--- src/rtl/multiplexer.sv ---
// multiplexer: clocked WIDTH-bit 2:1 selector choosing functional or BIST data for the RAM path
// Ports:
//   clk          rising-edge clock
//   rst          synchronous active-high reset, clears result and select_q
//   one          word captured when select = 0
//   two          word captured when select = 1
//   select       source select
//   result       registered selected word, one clock behind the inputs
//   select_q     registered select, tags which source result came from
//   switch_count 16-bit saturating count of registered source switches,
//                present only when MULTIPLEXER_SWITCH_COUNT_EN is defined
module multiplexer #(
    parameter int WIDTH = 9
) (
    input  logic             clk,
    input  logic             rst,
    input  logic [WIDTH-1:0] one,
    input  logic [WIDTH-1:0] two,
    input  logic             select,
    output logic [WIDTH-1:0] result,
    output logic             select_q
`ifdef MULTIPLEXER_SWITCH_COUNT_EN
    ,
    output logic [15:0]      switch_count
`endif
);
    // An X on select propagates into result so bad stimulus stays visible.
    always_ff @(posedge clk) begin
        if (rst) begin
            result   <= '0;
            select_q <= 1'b0;
        end else begin
            result   <= select ? two : one;
            select_q <= select;
        end
    end
`ifdef MULTIPLEXER_SWITCH_COUNT_EN
    // A switch is a new select differing from the one already registered; saturates.
    always_ff @(posedge clk) begin
        if (rst)
            switch_count <= '0;
        else if (select != select_q && switch_count != 16'hFFFF)
            switch_count <= switch_count + 16'd1;
    end
`endif
endmodule

--- config.mk ---
export PLATFORM = sky130hd
export DESIGN_NAME = multiplexer
export DESIGN_NICKNAME = d
export VERILOG_FILES = /design/src/rtl/multiplexer.sv
export SDC_FILE = /design/constraint.sdc
export NUM_CORES = 1
export LEC_CHECK = 0
export ABC_AREA = 1
export CELL_PAD_IN_SITES_DETAIL_PLACEMENT = 0
export CELL_PAD_IN_SITES_GLOBAL_PLACEMENT = 1
export CORE_MARGIN = 1.5
export CORE_UTILIZATION = 21
export DETAILED_ROUTE_END_ITERATION = 16
export PLACE_DENSITY = 0.79
export SLEW_MARGIN = 20
export SYNTH_ARGS = -nofsm -noshare
export SYNTH_HDL_FRONTEND = slang
export SYNTH_SLANG_ARGS = --single-unit
export TNS_END_PERCENT = 30
--- constraint.sdc ---
create_clock -name clk -period 1.3 [get_ports clk]
set_input_delay 0.26 -clock clk [delete_from_list [all_inputs] [get_ports clk]]
set_output_delay 0.26 -clock clk [all_outputs]
set_load 0.02 [all_outputs]
==> impl_metrics.toml <==
[run_status]
outcome = "completed"

[detailed_routing]
drcViolationCount = 0
drtAntennaViolNets = 0
vias_per_cell = 3.46
wirelength_um = 890
wl_per_cell_um = 7.48
vias = 412
drt-initial-drc-count = 4
drtPass1Iterations = 3

[die]
core_area_mm2 = 0.00178
io_pins = 31
row_count = 15
die_height_um = 47.3
floorplan.initialDensity_pct = 23.1
die_x_um = 47.3
fp.dieArea_mm2 = 0.00223

[setup_path]
cp-end-kind = "output pin"
path_delay_family = "buffers and inverters"
cp_max_fo = 1
slowest_delay_ns = 0.33
crit_path_top_delay_cell = "dlygate4sd2_1"
cp_data_required_time_ns = 1.04
critPathLaunchType = "register"
crit_arrival_ns = 0.90
crit_chain = "dlygate4sd2_1"
path_class = "register to output pin"
critPathBufInv = 1

[timing]
setup_viol = 0
worst_slew_pin_slew_ns = 0.232
rsz0062_at_grt = "false"
fmax_ghz = 0.859
tns_ns = 0
finalCriticalPeriod_ns = 1.16
relSlewSlack_pct = 84.4
hold_viol = 0
fin_crit_sh_pct = 89.5
slew_violations = 0

[yosys]
synth_flop_cell = "dfxtp_1"
ys_top_cells_by_count = "nor2_1 (19), nand2_1 (18), dfxtp_1 (10), inv_1 (10)"
synth_cell_type_count = 7
yosysWarnings = 0
syn_area_per_cell_um2 = 6.86
ys_seq_area_share_pct = 48.6
synth-seq-cells = 10
synthTopCellsByArea = "dfxtp_1 (49%), nor2_1 (17%), nand2_1 (16%)"
synth_largest_area_cell = "dfxtp_1"
synth_nets = 81
synth_top_area_share_pct = 48.6
synth_edf_count = 0
async_reset_ff_share_pct = 0
yosysMostFrequentCell = "nor2_1"
netlist_area_um2 = 412
syn_inst = 60

[layout]
finalInstanceArea_um2 = 751
syn_to_final_growth_pct = 82.4
multi_input_area_um2 = 139
nFillCells = 196
drive_above_1_share_pct = 6.38
final_net_count = 116
antenna_cells = 0
utilization_pct = 42.1
regArea_um2 = 200

[clock_network]
cts_inserted_buffers = 3
cts_sinks = 10
root_buffer = "clkbuf_4"
clockBufferDepth = 2
h-tree-depth = 1
cts.clk_slew.worst_paths_ns = 0.07
cts_tree = "built"
postCtsSetupRepairBufs = 0

[global_routing]
gr-usage-all-layers_pct = 8.55
grt_pass1_wl_mm = 1.28
grt_pass1_vias = 326
grt.met2_usage_pct = 13.2
grtUsageMet1_pct = 9.61
grtUsageMet3_pct = 3.85
grt_overflow_total = 0
grt_max_degree = 11
grt.busiest_layer = "met2"
antenna_found_initial = 0

[flow_run]
max-cap-violations = 0

[hold_path]
min_path_type = "primary input to register"

[power_and_ir_drop]
power_mw = 0.764
power.density_mw_per_mm2 = 1020
leakage_nw = 0.402
peakVddDrop_uv = 362

[placed_design]
dpl_cell_area_um2 = 727
place_hpwl_um = 707
port_buffers = 30
globalplace.congestion = 0.631
[worst paths after layout]
path      start   endpoint  slack (ns)  cells after the start
max   result[0]  result[0]        0.14                      1
min      one[3]  result[3]        0.56                      3
[cells by family after synthesis]
| family | share of synthesized area, % |
|---|---|
| AND/OR/NAND/NOR | 33.7 |
| buffers and inverters | 17.6 |
| flip-flops | 48.6 |
[stage by stage]
stage | hold slack, ns | instances | worst slack [ns]
after floorplan | 0.331 | 60 | 0.558
after global routing | 0.567 | 119 | 0.0835
after detailed placement | 0.835 | 115 | 0.0218
after global placement | 0.830 | 115 | 0.0388
after CTS | 0.556 | 119 | 0.122
final | 0.560 | 119 | 0.136
[sequential cells by signal, indices dropped and copies added, names as in the netlist]
signal and flops:
result 9, select_q 1
[cells in the final DEF (no fill, tap or decap), drive strengths merged]
cell type and count:
clkbuf 4, nand2 18, nor2 19, dlygate4sd2 10, clkdlybuf4s50 20, buf 2
clkinv 1, inv 10, dfxtp 10
[per-layer routing]
layer | up-vias | routed length [µm]
li1 | 235 | -
met1 | 156 | 393
met2 | 21 | 358
met4 | 0 | 0
met5 | - | 0
met3 | 0 | 138
[worst min-delay path: cells and delay by family]
family        cells  cell delay (ns)
buf+inv           1             0.39
simple gates      2             0.13
[where the power goes]
| part | leakage (nW) | switching, mW | internal [mW] |
|---|---|---|---|
| sequential | 0.0836 | 0.00412 | 0.327 |
| combinational | 0.297 | 0.0720 | 0.0907 |
| clock | 0.0210 | 0.100 | 0.170 |
[cell type report]
type,instances,share of cell area (%)
clock buffer,4,4.83
inverter,11,5.50
multi-input combinational,37,18.5
sequential,10,26.7
tap,25,4.17
timing repair buffer,32,40.3
[timing repair]
item / CTS / global route
resized for setup: 10 / 0
hold buffers: 0 / 0
endpoints found under the setup margin: 10 / 0
Note: power is estimated with default switching activity, not from simulation.
